===== config.mk =====
export PLATFORM = sky130hd
export DESIGN_NAME = tdm_demux
export DESIGN_NICKNAME = d
export VERILOG_FILES = /design/src/rtl/tdm_demux.sv
export SDC_FILE = /design/constraint.sdc
export NUM_CORES = 1
export LEC_CHECK = 0
export ABC_AREA = 1
export ABC_CLOCK_PERIOD_IN_PS = 2000
export CORE_ASPECT_RATIO = 1.5
export CORE_MARGIN = 2
export CORE_UTILIZATION = 45
export CTS_CLUSTER_DIAMETER = 60
export DETAILED_ROUTE_END_ITERATION = 10
export PLACE_DENSITY = 0.76
export SLEW_MARGIN = 20
export SYNTH_ARGS = -nofsm -noshare
export SYNTH_HDL_FRONTEND = slang
export SYNTH_SLANG_ARGS = --single-unit

===== constraint.sdc =====
create_clock -name clk -period 2 [get_ports clk]
set_input_delay 0.6 -clock clk [delete_from_list [all_inputs] [get_ports clk]]
set_output_delay 0.6 -clock clk [all_outputs]
set_load 0.1 [all_outputs]

===== src/rtl/tdm_demux.sv =====
// tdm_demux: splits a time-division-multiplexed sample stream into
// full-width frames of NCH slots, each WIDTH bits wide.
//
// A frame starts on a din_valid sample flagged by frame_sync (slot 0).
// Slots 1..NCH-1 follow on later valid samples, and idle gaps may occur
// between them. When the last slot arrives, the whole frame is presented
// on dout at that same clock edge, and dout_valid pulses for one cycle.
//
// Framing errors pulse sync_err for one cycle:
//   - a sync that arrives before a frame is complete restarts the frame;
//   - a missing sync where slot 0 was expected drops back to hunting.
//
// Optional feature: define TDM_DEMUX_FRAME_CNT_EN to add a 16-bit frame_cnt
// output. It counts completed frames.
module tdm_demux #(
  parameter int WIDTH = 8,
  parameter int NCH   = 4
) (
  input  logic                 clk,
  input  logic                 rst,
  input  logic [WIDTH-1:0]     din,
  input  logic                 din_valid,
  input  logic                 frame_sync,
  output logic [NCH*WIDTH-1:0] dout,
  output logic                 dout_valid,
  output logic                 locked,
  output logic                 sync_err
`ifdef TDM_DEMUX_FRAME_CNT_EN
  ,
  output logic [15:0]          frame_cnt
`endif
);

  localparam int CW = (NCH > 1) ? $clog2(NCH) : 1;
  localparam logic [CW-1:0] LAST_SLOT = CW'(NCH - 1);

  typedef enum logic {
    HUNT   = 1'b0,
    LOCKED = 1'b1
  } state_t;

  state_t state;
  state_t state_next;

  logic [CW-1:0] cnt;
  logic [CW-1:0] cnt_next;

  // Only slots 0..NCH-2 need storage. The last slot goes straight from din
  // into dout at the edge where it arrives, which is what gives zero added
  // latency and no bubble between frames.
  logic [WIDTH-1:0] shadow [NCH-1];

  logic                 store_en;
  logic [CW-1:0]        store_idx;
  logic                 frame_done;
  logic                 err_set;
  logic [NCH*WIDTH-1:0] frame_word;

  // State register and slot counter; reset drops back to hunting for sync
  always_ff @(posedge clk) begin
    if (rst) begin
      state <= HUNT;
      cnt   <= '0;
    end else begin
      state <= state_next;
      cnt   <= cnt_next;
    end
  end

  // Next-state and datapath control, decided only on cycles carrying a sample
  always_comb begin
    state_next = state;
    cnt_next   = cnt;
    store_en   = 1'b0;
    store_idx  = cnt;
    frame_done = 1'b0;
    err_set    = 1'b0;

    if (din_valid) begin
      unique case (state)
        HUNT: begin
          if (frame_sync) begin
            store_en   = 1'b1;
            store_idx  = '0;
            cnt_next   = CW'(1);
            state_next = LOCKED;
          end
        end

        LOCKED: begin
          if (frame_sync) begin
            // A sync that arrives mid-frame is honoured, but the
            // partial frame is abandoned and the error is flagged.
            err_set   = (cnt != '0);
            store_en  = 1'b1;
            store_idx = '0;
            cnt_next  = CW'(1);
          end else if (cnt == '0) begin
            // Slot 0 was expected but no sync was marked: lock is lost.
            err_set    = 1'b1;
            state_next = HUNT;
          end else if (cnt == LAST_SLOT) begin
            frame_done = 1'b1;
            cnt_next   = '0;
          end else begin
            store_en = 1'b1;
            cnt_next = cnt + CW'(1);
          end
        end

        default: begin
          state_next = HUNT;
          cnt_next   = '0;
        end
      endcase
    end
  end

  // Shadow slots collect the first NCH-1 samples of the frame in progress
  always_ff @(posedge clk) begin
    if (rst) begin
      for (int k = 0; k < NCH - 1; k++) begin
        shadow[k] <= '0;
      end
    end else if (store_en) begin
      shadow[store_idx] <= din;
    end
  end

  // Frame to publish: the stored slots plus the last slot taken live from din
  always_comb begin
    frame_word = '0;
    for (int k = 0; k < NCH - 1; k++) begin
      frame_word[k*WIDTH +: WIDTH] = shadow[k];
    end
    frame_word[(NCH-1)*WIDTH +: WIDTH] = din;
  end

  // Registered outputs: dout holds between frames, and the flags are single-cycle pulses
  always_ff @(posedge clk) begin
    if (rst) begin
      dout       <= '0;
      dout_valid <= 1'b0;
      sync_err   <= 1'b0;
    end else begin
      dout_valid <= frame_done;
      sync_err   <= err_set;
      if (frame_done) begin
        dout <= frame_word;
      end
    end
  end

  assign locked = (state == LOCKED);

`ifdef TDM_DEMUX_FRAME_CNT_EN
  // Completed-frame counter, advancing in step with each dout_valid pulse
  always_ff @(posedge clk) begin
    if (rst) begin
      frame_cnt <= '0;
    end else if (frame_done) begin
      frame_cnt <= frame_cnt + 16'd1;
    end
  end
`endif

endmodule


### Word level (Yosys, flattened, before mapping)

Memory sizes are Yosys's and may differ from the RTL's. A register that Yosys moved wholly into a read port is not among the register bits.
Index checks and enable logic that the tools add are counted.

| storage, ports and cells | value |
|---|---|
| register bits after elaboration | 37 |
| memory bits (writable) | 24 |
| input bits | 12 |
| output and inout port bits | 35 |
| logic and storage cells | 48 |
| memories | 1 |

| cells by class | value |
|---|---|
| add/sub/neg operators | 1 |
| equality and inequality tests | 3 |
| mux-type cells | 31 |
| bitwise gates (word level) | 2 |
| reductions and logical operators | 5 |

Memory list:

| memory | depth | width | read ports | clocked after memory_dff | write ports | RTL line | source |
|---|---|---|---|---|---|---|---|
| shadow | 3 | 8 | 3 | 3 | 3 | 51 | `logic [WIDTH-1:0] shadow [NCH-1];` |

Operator list:

| operator | number |
|---|---|
| $mux 1 | 20 |
| $mux 2 | 7 |
| $mux 8 | 1 |
| $reduce_or 8->1 | 1 |
| $pmux 1 s2 | 2 |
| $pmux 2 s2 | 1 |
| $ne 3x3->1 const B | 1 |
| $reduce_and 3->1 | 1 |
| $reduce_or 3->1 | 1 |
| $add 2x1->2 const B | 1 |
| $eq 2x2->1 const B | 1 |
| $logic_not 2->1 | 1 |
| $ne 2x2->1 const B | 1 |
| $not 1->1 | 2 |
| $reduce_bool 2->1 | 1 |

### Longest topological paths before layout

Gate-level depths: netlist of run 1.

| depth | value |
|---|---|
| depth after elaboration | 11 |
| mapped depth | 8 |
| depth with buffers taken out | 8 |

### Worst setup path after synthesis of run 1

Ideal clock, no wire load.

| path | value |
|---|---|
| kind | register to register |
| start point | register state, in the netlist locked |
| end point | memory shadow[1][0] (enable) |
| setup time | 384 ps |
| arrival time | 2085 ps |
| data required time | 1616 ps |
| slack | -469 ps |
| stages on the path, launching flop included | 5 |
| buffers on the path | 0 |
| clock period less this slack | 2469 ps |
| cells stage by stage | dfxtp_1 > nand2_1 > nand2_4 > nand2_4 > o21ai_0 |

RTL lines:

| what | RTL line | source |
|---|---|---|
| from (decl) | 42 | `state_t state;` |
| from (signal assigned) | 65 | `state <= state_next;` |
| to (decl) | 51 |  |

==> impl_metrics.yaml, run 1 <==
route:
  drc_errors: 0
  drt_iter0_drc: 96
  avgViaCountPerCell: 4.900
  first_pass_iters: 4
  num_vias: 2053
  routed_wl_um: 5384
  ant_nets: 0
  wl_per_cell_um: 12.85
sta:
  hold_viol: 0
  fin_crit_sh: 0.9003
  rsz0062_at_grt: "no"
  layout_min_cycle_time_ps: 1801
  setup_tns_ps: 0
  fin_skew_ps: 4.573
  fin_ws_ps: 199.4
  slew-limit-headroom: 0.8170
  drv_slew: 0
  max_freq_ghz: 0.5554
  finalSetupViolCount: 0
  worst_pin_slew_ps: 274.2
synthesis:
  synth-seq-cells: 61
  synth_cell_type_count: 25
  async_flop_share: 0
  synth_warnings: 0
  synth_nets: 296
  avgSynthCellArea_sq_um: 9.277
  synth_edf_count: 24
  synth_seq_area_share: 0.5626
  syn_area_sq_um: 2597
  syn_inst: 280
  synth_ff_type: "dfxtp_1"
clock_network:
  clk_pin_slew_worst_paths_ps: 70
  postCtsSetupRepairBufs: 0
  post_cts_resized: 0
  clk_latency_ps: 330
  cts_sinks: 61
  cts_buffers: 9
  cts_root_buffer: "clkbuf_8"
  cts_max_path_buffers: 2
  cts_tree: "done"
  postCtsHoldBufs: 0
  htree_levels: 3
floorplanning:
  boundaryPins: 47
  initial_core_util: 0.4695
  rows: 33
  die_w_um: 66.04
  die_y_um: 97.05
  die-area_sq_um: 6409
  core_sq_um: 5533
grt:
  grt_pass1_wl_um: 9577
  grt_pass1_vias: 2105
  antenna_found_initial: 0
  met2_usage: 0.3411
  grt_use_met1: 0.2170
  grt_util_met3: 0.04983
  grt_usage: 0.1966
  top_usage_layer: "met2"
  grt_max_degree: 34
  gr-total-overflow: 0
job:
  maxCapViolCount: 0
worst_setup_path:
  criticalPathCategory: "reg2reg"
  crit_arrival_ps: 1850
  cp_data_required_time_ps: 2050
  setup.worst_path.end_class: "register"
  rrSetupSlack_ps: 200
  startpoint_type: "register"
  critical_path.max_fanout: 8
cells_and_area:
  area_growth_pct: 45.28
  num-fill-cells: 442
  seqCellArea_sq_um: 1463
  drive_gt1_frac: 0.2607
  multiInputGateArea_sq_um: 978.4
  diodes: 0
  nets: 360
min_path:
  hold_class: "reg2reg"
power_and_ir_drop:
  leakage_nw: 1.522
  p_per_area_nw_per_um2: 679.9
  ir_worst_vdd_mv: 0.6401
place:
  dpl.hpwl_um: 3839
  gp_congestion: 0.7653
  numPortBuffers: 46
  pre_cts_slack_ps: -35.06
status:
  outcome: "complete, no violations"
-- cell type report --
class	instances	area share
Timing Repair Buffer	66	0.2646
Tap cell	70	0.02321
Inverter	17	0.01691
Multi-Input combinational cell	189	0.2593
Sequential cell	61	0.3876
Clock inverter	5	0.01359
Clock buffer	11	0.03481
-- state kept, by name (all words and copies together) (netlist names) --
signal      cells
cnt             2
dout           32
dout_valid      1
locked          1
shadow         24
sync_err        1
-- layout by cell type (no fill, tap or decap), types with 2 or more instances in the layout --
cell and count:
a21oi_1 2, buf_12 38, buf_4 17, clkbuf_1 2
clkbuf_8 9, clkdlybuf4s50_1 11, clkinv_2 2, dfxtp_1 36
edfxtp_1 24, ha_1 4, inv_1 15, inv_2 2
nand2_1 42, nand2_4 2, nand3_1 10, nand3_2 3
nand3b_1 24, nor2_1 72, nor2_2 6, nor3_1 11
nor3_2 6, o21ai_0 2
-- where the power goes --
| group | leakage [nW] | internal [mW] | switching [mW] |
|---|---|---|---|
| clock | 0.0907 | 0.568 | 0.472 |
| combinational | 0.884 | 0.0803 | 0.115 |
| sequential | 0.548 | 1.32 | 0.0131 |
| total | 1.52 | 1.97 | 0.600 |
-- synth_stat cells (all sizes together), types with 2 or more instances --
master  count  area share
a21oi       2      0.0039
buf        13       0.036
dfxtp      37        0.29
edfxtp     24        0.28
ha          4       0.019
inv        17       0.025
nand2      45       0.072
nand3      13       0.031
nand3b     24       0.069
nor2       78        0.12
nor3       18       0.051
o21ai       3      0.0072
-- kinds of logic after synthesis --
family,share of synthesized area
and+or+nand+nor,0.3435
DFF,0.5626
buffers and inverters,0.06069
AOI/OAI and AO/OA,0.01397
adders and majority gates,0.01927
-- metal layers --
layer  wire [um]  part of all wire  vias to the layer above
met5           0                 0                        -
met4         113             0.021                        0
li1            -                 -                     1039
met2        3040              0.56                       69
met1        1936              0.36                      936
met3         294             0.055                        9
-- final timing paths --
path | start | end | cells after the start
min reg2reg | dout[17] | dout[17] | 2
max | cnt[0] | shadow[1][0] | 7
min | dout[17] | dout[17] | 2
max reg2reg | cnt[0] | shadow[1][0] | 7
-- critical path: stages, from the launching register on --
cell and delay, ps:
dfxtp_1 480, inv_1 120, ha_1 320, nand2_1 90, nand2_4 90, nand2_4 50, o21ai_0 170, buf_4 200
-- metrics by stage --
step	instance area, sq um	utilization	hold WS [ps]	power [mW]	cells
floorplan	2599	-	531.8	1.466	280
global placement	3591	0.6490	510.6	1.547	403
detailed placement	3591	0.6490	508.3	1.552	403
CTS	3774	0.6820	519.6	2.579	419
global route	3774	0.6820	542.6	2.664	419
finish	3774	0.6820	515.9	2.566	419
Power figures use the tool's default switching activity.
==> inputs of run 2 (changes only) <==
GPL_TIMING_DRIVEN = 0   (was unset)
==> impl_metrics.yaml, run 2 (synthesized netlist as in run 1, its figures left out) <==
worst_setup_path:
  setup.worst_path.end_class: "register"
  crit_arrival_ps: 1950
  cp_data_required_time_ps: 2020
  startpoint_type: "input port"
  critical_path.max_fanout: 9
  worstReg2RegStart: "cnt[0]"
  rrSetupSlack_ps: 150
  r2r_end: "shadow[0][5]"
  reg2reg_depth: 6
  criticalPathCategory: "in2reg"
floorplanning:
  boundaryPins: 47
  initial_core_util: 0.4695
  die_w_um: 66.04
  core_sq_um: 5533
  rows: 33
  die-area_sq_um: 6409
  die_y_um: 97.05
sta:
  worst_pin_slew_ps: 552.0
  rsz0062_at_grt: "no"
  max_freq_ghz: 0.5157
  drv_slew: 0
  layout_min_cycle_time_ps: 1939
  fin_crit_sh: 0.9695
  fin_ws_ps: 60.91
  hold_viol: 0
  slew-limit-headroom: 0.6337
  fin_skew_ps: 9.109
  setup_tns_ps: 0
  finalSetupViolCount: 0
place:
  dpl.hpwl_um: 3944
  place_inst: 396
  gp_congestion: 0.9008
  numPortBuffers: 46
  pre_cts_slack_ps: -1003
route:
  wl_met2_um: 2763
  wl_per_cell_um: 13.10
  routed_wl_um: 5398
  num_vias: 2032
  ant_nets: 0
  wl_met1_um: 2121
  drc_errors: 0
  drt_iter0_drc: 103
  dr_wl_met3_um: 305
  top_layer: "met4"
  first_pass_iters: 4
  avgViaCountPerCell: 4.932
min_path:
  min_from: "dout[10]"
  holdPathStages: 2
  min_to: "dout[10]"
  hold_class: "reg2reg"
clock_network:
  htree_levels: 3
  clk_pin_slew_worst_paths_ps: 70
  cts_root_buffer: "clkbuf_8"
  postCtsSetupRepairBufs: 0
  cts_max_path_buffers: 2
  cts_tree: "done"
  cts_buffers: 9
  clk_latency_ps: 340
  cts_sinks: 61
grt:
  grt_pass1_vias: 1896
  grt_max_degree: 12
  antenna_found_initial: 0
  grt_usage: 0.1903
  grt_pass1_wl_um: 9059
  gr-total-overflow: 0
cells_and_area:
  multiInputGateArea_sq_um: 1018
  area_growth_pct: 31.31
  largestRegisters: "dout: 32 flops, shadow: 24 flops, cnt: 2 flops"
  nets: 353
  num-fill-cells: 472
  layout_commonest_cell: "nor2_1"
  seqCellArea_sq_um: 1463
  diodes: 0
  instances_no_fill: 412
  drive_gt1_frac: 0.2544
  final_cell_mix: "nor2_1, nand2_1, dfxtp_1"
  top_register: "dout"
  largest_reg_flops: 32
power_and_ir_drop:
  ir_worst_vdd_mv: 0.4495
  leakage_nw: 1.335
  p_per_area_nw_per_um2: 732.2
status:
  outcome: "complete, no violations"
job:
  maxCapViolCount: 0
[run 2: changes by cell type in the layout (fill, tap and decap cells not counted), sizes merged]
cell           before  now
buf                55   13
bufinv              1    0
clkbuf             11   12
clkdlybuf4s15       0   35
[run 2: layout make-up]
cell class,instances,share of cell area
Multi-Input combinational cell,189,0.2986
Clock buffer,12,0.04585
Sequential cell,61,0.4288
Tap cell,70,0.02568
Inverter,17,0.01871
Timing Repair Buffer,46,0.1478
Buffer,13,0.02788
Clock inverter,4,0.006603
[run 2: worst max-delay path, stage by stage]
cell and delay, ps:
clkdlybuf4s50_1 550, nand2_2 230, nand3_2 220, o21ai_4 350
[run 2: power breakdown]
group	total, mW	switching [mW]	internal [mW]
registers	1.33	0.0120	1.32
clock network	0.988	0.469	0.519
logic	0.180	0.119	0.0612
[run 2: through the flow]
stage	hold WS, ps	utilization	instance area [sq um]	power (mW)
2_1_floorplan	531.8	-	2599	1.466
3_3_place_gp	450.4	0.5687	3147	1.523
3_5_place_dp	455.4	0.5687	3147	1.528
4_1_cts	472.2	0.6165	3411	2.516
5_1_grt	489.2	0.6165	3411	2.602
6_report	466.2	0.6165	3411	2.497
[run 2: how the worst max path moves through the flow]
stage / from / to / slack [ps] / cells past startpoint
5_1_grt: frame_sync / shadow[1][1] / 10 / 4
3_5_place_dp: frame_sync / shadow[2][1] / -1000 / 4
2_1_floorplan: cnt[0] / shadow[1][0] / -100 / 6
6_report: frame_sync / shadow[1][2] / 60 / 4
3_3_place_gp: frame_sync / shadow[2][1] / -1020 / 4
4_1_cts: locked / locked / 80 / 1
[run 2: metal layers]
layer / GRT usage / up-vias
li1: - / 1028
met1: 0.2193 / 911
met2: 0.3069 / 77
met3: 0.06025 / 16
met4: 0.1036 / 0
met5: 0 / -
[run 2: timing repair]
action / CTS / global route
hold buffers: 0 / 0
setup endpoints to repair: 59 / 0
resized for setup: 116 / 0
==> inputs of run 3 (changes only) <==
ABC_CLOCK_PERIOD_IN_PS = unset   (was 2000)
==> results of run 3 <==
The final DEF is identical to that of run 2; final timing and power are the same.
==> edit 1 (config.mk and constraints of run 1) <==
The parameter `NCH` goes from 4 to 8.
--- a/src/rtl/tdm_demux.sv
+++ b/src/rtl/tdm_demux.sv
@@ -16,3 +16,3 @@
   parameter int WIDTH = 8,
-  parameter int NCH   = 4
+  parameter int NCH   = 8
 ) (
Ports: changed (resized dout); port bits go from 47 to 79. The function was not compared with the original's and may differ.
==> edit 1 against run 1 <==
Non-clock buffer count up 66; largest power group is now clock; power up 130%; die area up 86%; area after synthesis up 91%; final cell count up 87%; routed wire length up 120%; critical path depth up 4; sequential power up 110%; sequential cell count up 65; worst setup slack worse by 0.14 ns; final area up 99%.
==> edit 1: results (changes against run 1) <==
First DRT Iteration DRCs - 272 (was 96)
GRT Total Usage - 20.4% (was 19.7%)
Synth area leaders - dfxtp_1 (31%), edfxtp_1 (29%), inv_1 (6.9%) (was dfxtp_1 (29%), edfxtp_1 (28%), nor2_1 (10%))
Worst-path clk slew - 0.05 ns (was 0.07 ns)
first-pass GRT wire length - 19,200 um (was 9580 um)
PortBufs - 78 (was 46)
syn nets - 520 (was 296)
largest net degree at the start of global routing - 54 (was 34)
depth of the most critical reg-to-reg path - 11 (was 7)
slew margin rel. - 73.7% (was 81.7%)
clock skew - 0.0114 ns (was 0.00457 ns)
VDD IR max - 723 uV (was 640 uV)
cell area after placement - 6870 um^2 (was 3590 um^2)
Lkg Pwr - 0.00288 uW (was 0.00152 uW)
post-synthesis sequential area ratio - 60.5% (was 56.3%)
biggest regs - dout (64), shadow (56), cnt (3) (was dout (32), shadow (24), cnt (2))
Post-synth EDFFs - 48 (was 24)
Hold Path Origin - dout[47]$_SDFFE_PP0P_ (was dout[17]$_SDFFE_PP0P_)
DRT Wirelength - 11,700 um (was 5380 um)
status - completed (unchanged)
share of cells above drive strength 1 - 31.3% (was 26.1%)
hold path endpoint - dout[47]$_SDFFE_PP0P_ (was dout[17]$_SDFFE_PP0P_)
Post-synth top cells - inv_1 (91), dfxtp_1 (78), a21oi_1 (66) (was nor2_1 (72), nand2_1 (42), dfxtp_1 (37))
Final Wtd Congestion - 0.854 (was 0.765)
Root Driver - clkbuf_16 (was clkbuf_8)
DRT Pass-1 Iters - 5 (was 4)
clock latency reported for the late side of the worst-skew pair - 0.41 ns (was 0.33 ns)
==> edit 1: metrics by stage <==
| step | instances | util [%] | setup slack (ns) | hold slack, ns |
|---|---|---|---|---|
| 6_report | 785 | 68.9 | 0.0556 | 0.481 |
| 3_5_place_dp | 751 | 63.1 | -0.515 | 0.472 |
| 2_1_floorplan | 504 | - | -0.0470 | 0.484 |
| 5_1_grt | 785 | 68.9 | -0.0229 | 0.502 |
| 4_1_cts | 783 | 68.4 | 0.00238 | 0.485 |
| 3_3_place_gp | 751 | 63.1 | -0.432 | 0.472 |
==> edit 1: worst max-delay path by stage <==
stage / end / depth (start not counted) / slack, ns / startpoint
finish: shadow[1][2]$_SDFFCE_PN0P_ / 11 / 0.06 / cnt[0]$_SDFFE_PP0P_
global route: shadow[5][4]$_DFFE_PP_ / 8 / -0.02 / frame_sync
CTS: shadow[2][2]$_SDFFCE_PN0P_ / 11 / 0.002 / din_valid
detailed placement: shadow[3][6]$_SDFFCE_PN0P_ / 9 / -0.52 / din_valid
global placement: shadow[3][1]$_SDFFCE_PN0P_ / 9 / -0.43 / din_valid
floorplan: shadow[3][0]$_SDFFCE_PN0P_ / 8 / -0.05 / din_valid
==> edit 1: cell type report <==
type                    count  area (um^2)
clock buffers              24          482
clock inverters             8         65.1
fillers                   730         3390
inverters                  95          357
multi-input cells         253         1490
flip-flops and latches    126         3010
well taps                 147          184
repair buffers            132         1900
==> edit 1: report_power, final <==
group	internal [uW]	switching, uW
registers	2710	15.7
clock network	1790	1030
logic	112	188
total	4610	1230
==> edit 1: cells by family after synthesis <==
family,synth area share [%]
compound gates,14.4
fa+ha+maj,1.01
buf+inv,10.6
flops,60.5
simple gates,13.5
==> edit 1: critical path: stages (launching register included) <==
cell and delay [ns]:
dfxtp_1 0.36, inv_1 0.07, ha_1 0.22, nand2_2 0.09
nand3_2 0.10, nand2_4 0.08, nand2_4 0.06, buf_4 0.14
nor2_4 0.12, nand2_4 0.09, buf_4 0.21, nor3_1 0.20
==> edit 1: timing repair <==
action	CTS	global route
resized for setup	7	9
setup buffers	0	2
setup endpoints to repair	16	45
endpoints found under the hold margin	0	0
==> edit 1: metal layers <==
layer	part of all wire (%)	global-route usage, %
met5	0	0
met4	2.7	9.91
met3	5.9	6.38
met2	54	36.0
met1	37	22.1
==> edit 2 (settings of run 1) <==
Without the edit above. The output `dout_valid` loses its register stage (`dout_valid` becomes a continuous assignment). Comments in the files are not updated.
--- a/src/rtl/tdm_demux.sv
+++ b/src/rtl/tdm_demux.sv
@@ -142,6 +142,4 @@
       dout       <= '0;
-      dout_valid <= 1'b0;
       sync_err   <= 1'b0;
     end else begin
-      dout_valid <= frame_done;
       sync_err   <= err_set;
@@ -152,2 +150,4 @@
   end
+
+  assign dout_valid = frame_done;
 
Check against the original RTL: not equivalent (a bounded check fails within 4 cycles, from zero or initial values and one cycle with rst high).
==> edit 2 against run 1 <==
Count of clock-buffer cells in the layout increased by 2; critical path depth decreased by 2; via count decreased by 1.9%; routed wire length decreased by 7.5%; sequential cell count decreased by 1; critical endpoint is now dout_valid; final area decreased by 3.3%; power increased by 3.7%; worst setup slack got worse by 0.16 ns; area after synthesis decreased by 4.6%; utilization decreased by 0.75 points.
==> edit 2: results (changes against run 1) <==
status - completed (unchanged)
WL met3 - 184 um (was 294 um)
fraction of area in registers - 39.6% (was 38.8%)
clock latency reported for the late side of the worst-skew pair - 0.34 ns
n_diodes - 0 (unchanged)
post-placement setup slack - -0.187 ns (was -0.0351 ns)
Worst path max stage delay - 0.25 ns (was 0.48 ns)
post_cts resized - 4 (was 0)
cell area after placement - 3420 um^2 (was 3590 um^2)
Die Wd - 64.6 um (was 66.0 um)
syn nets - 312 (was 296)
VDD IR max - 591 uV (was 640 uV)
slew margin rel. - 72.7% (was 81.7%)
post-synthesis sequential area ratio - 58.2% (was 56.3%)
biggest regs - dout (32), shadow (24), cnt (2) (unchanged)
vias in the first global route - 1,931 (was 2,105)
Post-CTS Setup Inserts - 1 (was 0)
first-pass GRT wire length - 8390 um (was 9580 um)
Num CTS Buffers - 9 (unchanged)
P_comb - 176 uW (was 195 uW)
clock skew - 0.00749 ns (was 0.00457 ns)
cell area after layout - 3650 um^2 (was 3770 um^2)
met2 wire length - 2700 um (was 3040 um)
Final Wtd Congestion - 0.823 (was 0.765)
FILL cells - 423 (was 442)
GRT Total Usage - 18.9% (was 19.7%)
First DRT Iteration DRCs - 85 (was 96)
Netlist cell types - 18 (was 25)
Non-clk bufs - 63 (was 66)
Top delay family on crit path - buffers and inverters (was flip-flops)
signal buffers share of area - 26.0% (was 26.5%)
clk cell area share - 6.10% (was 4.84%)
initial antenna violation count - 0 (unchanged)
share of cells above drive strength 1 - 23.1% (was 26.1%)
NetSw - 573 uW (was 600 uW)
crit-path max FO - 3 (was 8)
top layer in use - met4 (unchanged)
Final HPWL DP - 3600 um (was 3840 um)
Synth area leaders - dfxtp_1 (29%), edfxtp_1 (29%), nand2_1 (11%) (was dfxtp_1 (29%), edfxtp_1 (28%), nor2_1 (10%))
Post-synth top cells - nand2_1 (75), nor2_1 (68), inv_1 (37) (was nor2_1 (72), nand2_1 (42), dfxtp_1 (37))
# clk buffers - 13 (was 11)
Worst path slowest cell - dlygate4sd2_1 (was dfxtp_1)
M1 WL - 1770 um (was 1940 um)
vias - 2,013 (was 2,053)
Lkg Pwr - 0.00154 uW (was 0.00152 uW)
Final Net Count - 374 (was 360)
multi-input gates - 187 (was 189)
sequential power share - 49.4% (was 51.9%)
HP Class - reg2reg (unchanged)
H-tree depth - 3 (unchanged)
Sink Count - 60 (was 61)
largest net degree at the start of global routing - 41 (was 34)
inverters - 38 (was 17)
Max Transition Viols Final - 0 (unchanged)
CP arrival - 1.36 ns (was 1.85 ns)
fraction of area in multi-input gates - 22.0% (was 25.9%)
Routed wire per std cell - 11.5 um (was 12.8 um)
DRT Pass-1 Iters - 4 (unchanged)
[edit 2: path summary, 6_finish.rpt]
path,from,end,slack [ns]
min reg2reg,dout[4]$_SDFFE_PP0P_,dout[4]$_SDFFE_PP0P_,0.52
max,frame_sync,dout_valid,0.04
max reg2reg,cnt[0]$_SDFFE_PP0P_,shadow[2][3]$_SDFFCE_PN0P_,0.34
min,dout[4]$_SDFFE_PP0P_,dout[4]$_SDFFE_PP0P_,0.52
[edit 2: kinds of logic after synthesis]
group	share of synthesized area (%)
buf+inv	9.75
flops	58.2
fa+ha+maj	1.52
compound gates	1.01
simple gates	29.5
[edit 2: metrics by stage]
step,total power [uW],std cells
4_1_cts,2690,434
3_3_place_gp,1510,417
5_1_grt,2760,434
2_1_floorplan,1430,297
3_5_place_dp,1510,417
6_report,2660,434
[edit 2: metal layers]
layer  vias up  global-route usage, %
li1       1030                      -
met2        51                   32.9
met3        29                   3.58
met5         -                      0
met1       903                   17.6
met4         0                   19.5
